File: src/rtl/pipe_pkg.sv
// Shared types and constants for the MEM/WB pipeline stage and its data-memory handshake.
package pipe_pkg;

  localparam int unsigned XLEN            = 32;
  localparam int unsigned REG_IDX_W       = 5;
  localparam int unsigned WAIT_CNT_W      = 8;
  localparam int unsigned TIMEOUT_DEFAULT = 255;

  typedef enum logic [0:0] {
    ST_IDLE = 1'b0,
    ST_BUSY = 1'b1
  } dmem_state_e;

  // Registered request presented to data memory for the whole access.
  typedef struct packed {
    logic            req;
    logic            we;
    logic [XLEN-1:0] addr;
    logic [XLEN-1:0] wdata;
  } dmem_cmd_t;

  // MEM/WB pipeline register payload.
  typedef struct packed {
    logic                 wreg;
    logic                 m2reg;
    logic [XLEN-1:0]      mo;
    logic [XLEN-1:0]      alu;
    logic [REG_IDX_W-1:0] rn;
  } mem_wb_t;

  // Memory is word addressed; the byte offset is dropped.
  function automatic logic [XLEN-1:0] word_align(input logic [XLEN-1:0] addr);
    return {addr[XLEN-1:2], 2'b00};
  endfunction

endpackage

File: src/rtl/dmem_access_ctl.sv
// Data-memory handshake FSM: issues one request per memop, waits for ack or
// aborts after TIMEOUT unacknowledged BUSY cycles, and generates the stall.
module dmem_access_ctl
  import pipe_pkg::*;
#(
  parameter int unsigned TIMEOUT = TIMEOUT_DEFAULT
) (
  input  logic            clk,
  input  logic            clrn,
  input  logic            mwmem,
  input  logic            mm2reg,
  input  logic [XLEN-1:0] malu,
  input  logic [XLEN-1:0] mb,
  input  logic            dmem_ack,
  output logic            dmem_req,
  output logic            dmem_we,
  output logic [XLEN-1:0] dmem_addr,
  output logic [XLEN-1:0] dmem_wdata,
  output logic            dmem_err,
  output logic            mstall,
  output logic            wb_alu_c,
  output logic            wb_mem_c
);

  // wait_cnt_q holds the number of unacked BUSY cycles already completed; the
  // access is abandoned in the cycle that would bring it up to TIMEOUT.
  localparam logic [WAIT_CNT_W-1:0] LAST_WAIT = WAIT_CNT_W'(TIMEOUT - 1);

  dmem_state_e           state_q, state_d;
  logic [WAIT_CNT_W-1:0] wait_cnt_q, wait_cnt_d;
  dmem_cmd_t             cmd_q, cmd_d;
  logic                  err_q, err_d;
  logic                  memop_c;
  logic [WAIT_CNT_W-1:0] wait_inc_c;

  assign memop_c    = mwmem | mm2reg;
  assign wait_inc_c = (wait_cnt_q == '1) ? wait_cnt_q : wait_cnt_q + WAIT_CNT_W'(1);

  // Next-state, counter, request and stall/writeback-select decode.
  always_comb begin
    state_d    = state_q;
    wait_cnt_d = wait_cnt_q;
    cmd_d      = cmd_q;
    err_d      = err_q;
    mstall     = 1'b0;
    wb_alu_c   = 1'b0;
    wb_mem_c   = 1'b0;
    case (state_q)
      ST_IDLE: begin
        if (memop_c) begin
          state_d     = ST_BUSY;
          wait_cnt_d  = '0;
          cmd_d.req   = 1'b1;
          cmd_d.we    = mwmem;
          cmd_d.addr  = word_align(malu);
          cmd_d.wdata = mb;
          mstall      = 1'b1;
        end else begin
          wb_alu_c = 1'b1;
        end
      end
      ST_BUSY: begin
        if (dmem_ack) begin
          state_d   = ST_IDLE;
          cmd_d.req = 1'b0;
          wb_mem_c  = 1'b1;
        end else if (wait_cnt_q == LAST_WAIT) begin
          // Abort: instruction retires as a bubble, error is sticky.
          state_d    = ST_IDLE;
          cmd_d.req  = 1'b0;
          err_d      = 1'b1;
          wait_cnt_d = wait_inc_c;
        end else begin
          wait_cnt_d = wait_inc_c;
          mstall     = 1'b1;
        end
      end
      default: state_d = ST_IDLE;
    endcase
  end

  // State, counter and memory-request registers with synchronous reset.
  always_ff @(posedge clk) begin
    if (!clrn) begin
      state_q    <= ST_IDLE;
      wait_cnt_q <= '0;
      cmd_q      <= '0;
      err_q      <= 1'b0;
    end else begin
      state_q    <= state_d;
      wait_cnt_q <= wait_cnt_d;
      cmd_q      <= cmd_d;
      err_q      <= err_d;
    end
  end

  assign dmem_req   = cmd_q.req;
  assign dmem_we    = cmd_q.we;
  assign dmem_addr  = cmd_q.addr;
  assign dmem_wdata = cmd_q.wdata;
  assign dmem_err   = err_q;

endmodule

File: src/rtl/pipe_mem_wb_stage.sv
// MEM stage with data-memory handshake and the MEM/WB pipeline register.
module pipe_mem_wb_stage
  import pipe_pkg::*;
#(
  parameter int unsigned TIMEOUT = TIMEOUT_DEFAULT
) (
  input  logic                 clk,
  input  logic                 clrn,
  input  logic                 mwreg,
  input  logic                 mm2reg,
  input  logic                 mwmem,
  input  logic [XLEN-1:0]      malu,
  input  logic [XLEN-1:0]      mb,
  input  logic [REG_IDX_W-1:0] mrn,
  output logic                 dmem_req,
  output logic                 dmem_we,
  output logic [XLEN-1:0]      dmem_addr,
  output logic [XLEN-1:0]      dmem_wdata,
  input  logic [XLEN-1:0]      dmem_rdata,
  input  logic                 dmem_ack,
  output logic                 mstall,
  output logic                 wwreg,
  output logic                 wm2reg,
  output logic [XLEN-1:0]      wmo,
  output logic [XLEN-1:0]      walu,
  output logic [REG_IDX_W-1:0] wrn,
  output logic                 dmem_err
);

  mem_wb_t mem_wb_q, mem_wb_d;
  logic    wb_alu_c;
  logic    wb_mem_c;

  dmem_access_ctl #(
    .TIMEOUT (TIMEOUT)
  ) u_ctl (
    .clk        (clk),
    .clrn       (clrn),
    .mwmem      (mwmem),
    .mm2reg     (mm2reg),
    .malu       (malu),
    .mb         (mb),
    .dmem_ack   (dmem_ack),
    .dmem_req   (dmem_req),
    .dmem_we    (dmem_we),
    .dmem_addr  (dmem_addr),
    .dmem_wdata (dmem_wdata),
    .dmem_err   (dmem_err),
    .mstall     (mstall),
    .wb_alu_c   (wb_alu_c),
    .wb_mem_c   (wb_mem_c)
  );

  // MEM/WB next value: bubble by default (stall or abort), otherwise retire.
  always_comb begin
    mem_wb_d       = mem_wb_q;
    mem_wb_d.wreg  = 1'b0;
    mem_wb_d.m2reg = 1'b0;
    if (wb_mem_c) begin
      // A combined load+store is a store; the read data is not written back.
      mem_wb_d.wreg  = mwreg;
      mem_wb_d.m2reg = mm2reg & ~mwmem;
      mem_wb_d.mo    = dmem_rdata;
      mem_wb_d.alu   = malu;
      mem_wb_d.rn    = mrn;
    end else if (wb_alu_c) begin
      mem_wb_d.wreg = mwreg;
      mem_wb_d.alu  = malu;
      mem_wb_d.rn   = mrn;
    end
  end

  // MEM/WB pipeline register.
  always_ff @(posedge clk) begin
    if (!clrn) begin
      mem_wb_q <= '0;
    end else begin
      mem_wb_q <= mem_wb_d;
    end
  end

  assign wwreg  = mem_wb_q.wreg;
  assign wm2reg = mem_wb_q.m2reg;
  assign wmo    = mem_wb_q.mo;
  assign walu   = mem_wb_q.alu;
  assign wrn    = mem_wb_q.rn;

endmodule

File: config.mk
export PLATFORM = sky130hd
export DESIGN_NAME = pipe_mem_wb_stage
export DESIGN_NICKNAME = d
export VERILOG_FILES = /design/src/rtl/pipe_pkg.sv /design/src/rtl/dmem_access_ctl.sv /design/src/rtl/pipe_mem_wb_stage.sv
export SDC_FILE = /design/constraint.sdc
export NUM_CORES = 1
export LEC_CHECK = 0
export ABC_AREA = 1
export BUFFER_PORTS_ARGS = -buffer_cell sky130_fd_sc_hd__buf_2
export CORE_MARGIN = 2
export CORE_UTILIZATION = 46
export DETAILED_ROUTE_END_ITERATION = 10
export PLACE_DENSITY = 0.76
export SETUP_SLACK_MARGIN = 0.5
export SLEW_MARGIN = 5
export SYNTH_ARGS = -nofsm -noshare
export SYNTH_HDL_FRONTEND = slang
export SYNTH_SLANG_ARGS = --single-unit
File: constraint.sdc
create_clock -name clk -period 1.39 [get_ports clk]
set_clock_uncertainty 0.05 [all_clocks]
set_input_delay 0.0695 -clock clk [delete_from_list [all_inputs] [get_ports clk]]
set_output_delay 0.0695 -clock clk [all_outputs]
set_load 0.02 [all_outputs]
==> flow_metrics.py, run 1 <==
metrics = {
    "run_status": {
        "outcome": "stopped before the end",
        "stop_stage": "global routing",
        "stop_error": "[ERROR DPL-0038] Utilization greater than 100%, impossible to legalize",
    },
    "yosys": {
        "synth_edf_count": 0,
        "synthFlopType": "dfxtp_1",
        "syn_area_per_cell_um2": 7.85,
        "yosysUniqueCellTypes": 27,
        "syn_inst": 677,
        "syn_area_um2": 5310,
        "async_flop_share": 0,
        "yosys_warnings": 0,
        "seq_area_frac_synth": 0.547,
        "synth_seq_cells": 145,
    },
    "sta": {
        "endpoint_type": "output port",
        "crit_endpoint": "mstall",
    },
    "cts": {
        "cts_root_buf": "clkbuf_16",
        "cts_sinks": 145,
        "clock_path_buffers": 2,
        "cts-htree-levels": 4,
        "cts_buffers": 17,
    },
    "placement": {
        "dpl.cell_count": 1037,
        "gp_congestion": 0.890,
        "dp_hpwl_um": 10200,
        "io_buffers": 243,
    },
    "die": {
        "io_pins": 246,
        "die_width_um": 111,
        "start_util": 0.469,
        "dieHeight_um": 111,
        "rows": 39,
    },
    "global_route": {
        "grt_start_max_net_pins": 71,
    },
}
==> synth_stat cells (4+ instances only) <==
master,n,area (µm²)
inv_1,74,278
o21ai_0,133,666
nand3_1,6,30.0
buf_6,5,56.3
buf_2,15,75.1
nand2_2,4,25.0
a21oi_1,68,340
dfxtp_1,145,2900
nor2_1,155,582
clkbuf_1,21,78.8
nand2_1,26,97.6
o21ai_1,5,25.0
==> metrics by stage <==
| step | util | worst slack [ns] | TNS, ns | area (µm²) |
|---|---|---|---|---|
| 2_1_floorplan | - | 0.209 | 0 | 5750 |
| 3_3_place_gp | 0.620 | 0.105 | 0 | 7020 |
| 3_5_place_dp | 0.620 | 0.0581 | 0 | 7020 |
| 4_1_cts | 0.855 | -0.125 | -2.74 | 9680 |
==> repair_timing <==
item	CTS
resized for setup	153
endpoints found under the hold margin	134
setup endpoints to repair	281
pin swaps	14
setup buffers	31
hold buffers	103
gates cloned	13
==> cell families after synthesis <==
kind of cell,after synthesis,synth area share
AOI/OAI and AO/OA,210,0.200
DFF,145,0.547
other,1,0.000706
buffers and inverters,121,0.0987
adders and majority gates,2,0.00471
and+or+nand+nor,198,0.149
==> inputs of run 2 (changes only) <==
--- a/config.mk
+++ b/config.mk
@@ -8,10 +8,9 @@
 export ABC_AREA = 1
 export BUFFER_PORTS_ARGS = -buffer_cell sky130_fd_sc_hd__buf_2
 export CORE_MARGIN = 2
-export CORE_UTILIZATION = 46
+export CORE_UTILIZATION = 40
 export DETAILED_ROUTE_END_ITERATION = 10
-export PLACE_DENSITY = 0.76
-export SETUP_SLACK_MARGIN = 0.5
+export PLACE_DENSITY_LB_ADDON = 0.15
 export SLEW_MARGIN = 5
 export SYNTH_ARGS = -nofsm -noshare
 export SYNTH_HDL_FRONTEND = slang
==> run 2 against run 1 <==
Synthesized cell count unchanged; the flow now finishes, with violations (negative setup slack); area after synthesis did not move.
==> flow_metrics.py, run 2 <==
metrics = {
    "run_status": {
        "outcome": "finished with violations",
        "violations": "negative setup slack",
    },
    "placement": {
        "place_area_um2": 6840,
        "dp_slack_ns": 0.0459,
        "dp_hpwl_um": 10200,
        "io_buffers": 243,
        "gp_congestion": 0.804,
    },
    "job": {
        "maxCapViolCount": 0,
    },
    "setup_path": {
        "required_ns": 1.27,
        "crit_path_start_kind": "flip-flop",
        "critical_path_class": "flip-flop to primary output",
        "rrSetupSlack_ns": 0,
        "cp_max_fo": 2,
        "end_kind": "primary output",
        "r2r_cells": 9,
        "r2r-start": "u_ctl.wait_cnt_q[6]",
        "cp.arrival_ns": 1.35,
        "rr_endpoint": "u_ctl.dmem_req",
    },
    "finish": {
        "nNetsFinal": 1146,
        "drive_above_1_share": 0.327,
        "final_common_cell": "buf_2",
        "area_growth_syn_to_layout_pct": 64.3,
        "finalInstanceArea_um2": 8730,
        "layout_common_cells": "241 x buf_2, 153 x nor2_1, 136 x dfxtp_1",
        "diodes": 0,
    },
    "global_route": {
        "track_usage": 0.237,
        "gr-total-overflow": 0,
        "antenna_found_initial": 0,
        "grt_start_max_net_pins": 56,
        "first_global_vias": 5610,
        "grt_pass1_wl_um": 27000,
    },
    "yosys": {
        "synthFlopType": "dfxtp_1",
        "yosys.area.top_type": "dfxtp_1",
        "async_flop_share": 0,
        "syn_area_per_cell_um2": 7.85,
        "syn_area_um2": 5310,
        "synth_compound_area_frac": 0.200,
        "synth_edf_count": 0,
        "synth_top_area_frac": 0.547,
        "synth-simple-area-share": 0.149,
        "seq_area_frac_synth": 0.547,
        "yosys-top-cells-count": "155 x nor2_1, 145 x dfxtp_1, 133 x o21ai_0, 74 x inv_1, 68 x a21oi_1",
        "syn_inst": 677,
        "synth-adder-area-share": 0.00471,
        "yosysUniqueCellTypes": 27,
        "synth_xor_area_frac": 0,
        "synth_seq_cells": 145,
        "synth_top_family_by_area": "compound AO/OA/AOI/OAI gates",
        "muxShareOfSynthArea": 0,
        "yosys_warnings": 0,
        "yosysMostFrequentCell": "nor2_1",
        "netlist_top_cells_area": "dfxtp_1 55%, o21ai_0 13%, nor2_1 11%",
    },
    "worst_hold_path": {
        "hold-path-endpoint": "wm2reg",
        "min_path_type": "input port to flip-flop",
        "hold_depth": 4,
        "hold_start": "dmem_ack",
    },
    "die": {
        "core-area_um2": 13100,
        "rows": 42,
        "die-area_um2": 14200,
        "die_width_um": 119,
        "start_util": 0.406,
        "io_pins": 246,
        "dieHeight_um": 119,
    },
    "route": {
        "drcViolationCount": 0,
        "wl_per_cell_um": 13.4,
        "wl_um": 16400,
        "num_vias": 5568,
        "drtAntennaViolNets": 0,
        "drtIter0Drc": 279,
        "avgViaCountPerCell": 4.55,
        "drt_pass1_iterations": 4,
    },
    "cts": {
        "cts_sinks": 145,
        "clock_path_buffers": 2,
        "path_clk_slew_ns": 0.06,
        "cts-htree-levels": 4,
        "cts_root_buf": "clkbuf_16",
        "clk_latency_ns": 0.41,
        "cts_buffers": 17,
        "tritoncts": "built",
    },
    "sta": {
        "hold_viol_final": 0,
        "min_period_over_period": 1.05,
        "max_freq_ghz": 0.682,
        "drv_slew": 0,
        "min_period_ns": 1.47,
        "rsz0062_at_grt": "true",
        "fin_ws_ns": -0.0759,
        "setup_viol": 2,
    },
    "pwr": {
        "power_density_nw_per_um2": 1350,
        "vdd_drop_max_v": 0.000636,
        "p_leak_uw": 0.00415,
        "fin_total_pwr_uw": 11800,
    },
}
## run 2: logic make-up after synthesis
| group | after synthesis |
|---|---|
| buf+inv | 121 |
| flops | 145 |
| other cells | 1 |
| compound gates | 210 |
| fa+ha+maj | 2 |
| simple gates | 198 |
## run 2: per-layer routing
metal / GRT usage / share of wire / wire length, µm / up-vias
met4: 0.105 / 0.025 / 405 / 0
li1: - / - / - / 2874
met1: 0.274 / 0.42 / 6970 / 2503
met2: 0.412 / 0.49 / 8130 / 161
met3: 0.0613 / 0.057 / 937 / 30
met5: 0 / 0 / 0 / -
## run 2: repair_timing
action / CTS / global route
hold endpoints to repair: 135 / 0
pin swaps: 7 / 5
hold buffers: 106 / 0
setup buffers: 9 / 1
resized for setup: 20 / 29
setup endpoints to repair: 1 / 49
## run 2: final cells by class
cell class              instances  area (µm²)
fillers                      1111        4360
clock buffers                  19         453
clock inverters                10         161
repair buffers                384        2710
well taps                     176         220
flip-flops and latches        145        2920
multi-input cells             412        1970
inverters                      77         297
## run 2: worst max path at each step
stage | start | to | slack [ns] | cells after the start
finish | u_ctl.wait_cnt_q[6] | mstall | -0.08 | 6
global route | u_ctl.wait_cnt_q[5] | mstall | -0.16 | 6
CTS | u_ctl.wait_cnt_q[1] | mstall | -0.1 | 6
detailed placement | u_ctl.state_q | walu[7] | 0.05 | 6
global placement | u_ctl.state_q | u_ctl.wait_cnt_q[2] | 0.07 | 8
floorplan | u_ctl.wait_cnt_q[1] | u_ctl.wait_cnt_q[1] | 0.10 | 7
## run 2: where the power goes
| group | leakage [µW] | switching, µW | internal, µW |
|---|---|---|---|
| Combinational | 0.00265 | 1360 | 980 |
| Clock | 0.000293 | 1680 | 3060 |
| Sequential | 0.00120 | 182 | 4530 |
## run 2: worst max-delay path: stages (launching register included)
cell	delay (ns)
dfxtp_2	0.35
nand2_4	0.06
nor2_4	0.13
nand4_1	0.12
nand2_1	0.10
inv_1	0.05
buf_6	0.12
## run 2: stage by stage
| stage | TNS, ns | std cells | hold WS [ns] | utilization |
|---|---|---|---|---|
| 6_report | -0.0767 | 1223 | 0.0346 | 0.667 |
| 5_1_grt | -0.938 | 1223 | 0.0263 | 0.667 |
| 4_1_cts | -0.128 | 1222 | 0.00300 | 0.661 |
| 3_5_place_dp | 0 | 1078 | 0.266 | 0.523 |
| 3_3_place_gp | 0 | 1078 | 0.252 | 0.523 |
| 2_1_floorplan | 0 | 678 | 0.0961 | - |
No activity file was read; power rests on OpenSTA's default activity.
==> inputs of run 3 (changes only) <==
--- a/config.mk
+++ b/config.mk
@@ -8,7 +8,7 @@
 export ABC_AREA = 1
 export BUFFER_PORTS_ARGS = -buffer_cell sky130_fd_sc_hd__buf_2
 export CORE_MARGIN = 2
-export CORE_UTILIZATION = 40
+export CORE_UTILIZATION = 30
 export DETAILED_ROUTE_END_ITERATION = 10
 export PLACE_DENSITY_LB_ADDON = 0.15
 export SLEW_MARGIN = 5
==> run 3 against run 2 <==
The flow still finishes with violations (negative setup slack); routed wire length rose by 5.8%; clock-buffer cell count rose by 2; core utilization fell by 16 points; cell count rose by 4.0%; via count barely moved; fmax fell by 6.6%; combinational power rose by 2%; global-route usage fell by 6.5 points; critical path depth rose by 5; cell area rose by 0.50%; largest power group unchanged.
==> flow_metrics.py, run 3 (synthesized netlist as in run 2, its figures left out) <==
metrics = {
    "pwr": {
        "vdd_drop_max_v": 0.000837,
        "power_density_nw_per_um2": 1370,
        "fin_total_pwr_uw": 12000,
        "p_leak_uw": 0.00415,
    },
    "sta": {
        "holdWs_ns": 0.115,
        "tns_ns": -0.592,
        "setup_viol": 10,
        "max_freq_ghz": 0.637,
        "drv_slew": 0,
        "hold_viol_final": 0,
        "min_period_over_period": 1.13,
        "fin_ws_ns": -0.179,
        "rsz0062_at_grt": "true",
        "min_period_ns": 1.57,
    },
    "global_route": {
        "grt_pass1_wl_um": 25200,
        "antenna_found_initial": 0,
        "gr-total-overflow": 0,
        "grt_start_max_net_pins": 68,
        "track_usage": 0.172,
        "first_global_vias": 5081,
    },
    "die": {
        "io_pins": 246,
        "dieHeight_um": 137,
        "core-area_um2": 17300,
        "die-area_um2": 18800,
        "rows": 48,
        "start_util": 0.307,
        "die_width_um": 137,
    },
    "worst_hold_path": {
        "hold_start": "dmem_ack",
        "hold_depth": 5,
        "min_path_type": "input port to flip-flop",
        "hold-path-endpoint": "u_ctl.dmem_err",
    },
    "placement": {
        "dp_hpwl_um": 10900,
        "io_buffers": 243,
        "gp_congestion": 0.820,
        "dpl.cell_count": 1121,
    },
    "route": {
        "wl_met3_um": 916,
        "drtAntennaViolNets": 0,
        "wl_per_cell_um": 13.7,
        "wl_um": 17400,
        "drcViolationCount": 0,
        "drtIter0Drc": 186,
        "wl_met1_um": 7620,
        "top_layer_used": "met4",
        "met2_length_um": 8520,
        "num_vias": 5566,
        "drt_pass1_iterations": 4,
        "avgViaCountPerCell": 4.38,
    },
    "finish": {
        "final_util": 0.507,
        "layout_common_cells": "241 x buf_2, 152 x nor2_1, 141 x dfxtp_1",
        "nNetsFinal": 1145,
        "multiInputGateArea_um2": 1950,
        "area_growth_syn_to_layout_pct": 65.2,
        "fillCellCount": 1674,
        "drive_above_1_share": 0.319,
        "regArea_um2": 2910,
        "stdcell_count": 1272,
        "diodes": 0,
        "final_common_cell": "buf_2",
    },
    "cts": {
        "cts-htree-levels": 4,
        "tritoncts": "built",
        "clock_path_buffers": 2,
        "clk_latency_ns": 0.41,
        "cts_buffers": 17,
        "cts_root_buf": "clkbuf_16",
        "cts_sinks": 145,
        "path_clk_slew_ns": 0.06,
    },
    "job": {
        "maxCapViolCount": 0,
    },
    "setup_path": {
        "cp.arrival_ns": 1.86,
        "critical_path_class": "flip-flop to flip-flop",
        "crit_path_start_kind": "flip-flop",
        "required_ns": 1.68,
        "cp_max_fo": 2,
        "r2r_cells": 11,
        "r2r-start": "u_ctl.wait_cnt_q[0]",
        "end_kind": "flip-flop",
        "rr_endpoint": "u_ctl.state_q",
        "rrSetupSlack_ns": -0.18,
    },
    "run_status": {
        "outcome": "finished with violations",
        "violations": "negative setup slack",
    },
}
-- run 3: worst max-delay path, stage by stage, from the launching register on --
cell and delay (ns):
dfxtp_2 0.33, buf_6 0.10, inv_4 0.03, ha_4 0.15
nand4_1 0.13, nand2_2 0.08, buf_4 0.14, buf_6 0.11
buf_6 0.11, buf_6 0.10, buf_6 0.10, nor2_2 0.06
-- run 3: how the worst max path moves through the flow --
stage | from | slack [ns] | end | cells past startpoint
floorplan | u_ctl.wait_cnt_q[1] | 0.10 | u_ctl.wait_cnt_q[1] | 7
global placement | u_ctl.state_q | 0.06 | walu[23] | 6
detailed placement | u_ctl.state_q | 0.01 | walu[20] | 6
CTS | u_ctl.wait_cnt_q[0] | -0.17 | mstall | 7
global route | u_ctl.wait_cnt_q[0] | -0.25 | mstall | 7
finish | u_ctl.wait_cnt_q[0] | -0.18 | u_ctl.state_q | 11
-- run 3: metal layers --
metal | GRT usage | up-vias
li1 | - | 2882
met1 | 0.199 | 2509
met2 | 0.302 | 151
met3 | 0.0459 | 24
met4 | 0.0653 | 0
met5 | 0 | -
-- run 3: area by class of cell --
| type | count | area share |
|---|---|---|
| inverter | 77 | 0.0338 |
| multi-input combinational | 412 | 0.222 |
| timing repair buffer | 383 | 0.308 |
| clock buffer | 21 | 0.0548 |
| tap | 225 | 0.0321 |
| sequential | 145 | 0.331 |
| clock inverter | 9 | 0.0175 |
-- run 3: report_power, final --
group / internal (µW) / switching (µW) / total [µW]
combinational: 994 / 1390 / 2380
clock: 3180 / 1710 / 4890
sequential: 4540 / 177 / 4710
total: 8710 / 3280 / 12000
-- run 3: metrics by stage --
step                      setup WS [ns]  cell area (µm²)
after global routing             -0.251             8770
after floorplan                   0.101             5320
after CTS                        -0.175             8650
after detailed placement         0.0144             6810
after global placement           0.0583             6810
final                            -0.179             8770
-- run 3: repair_timing --
item / 4_1_cts / 5_1_grt
endpoints found under the setup margin: 1 / 49
cloned: 0 / 2
setup buffers: 13 / 4
resized for setup: 16 / 26
pin swaps: 7 / 8
hold buffers: 106 / 0
hold endpoints to repair: 135 / 0
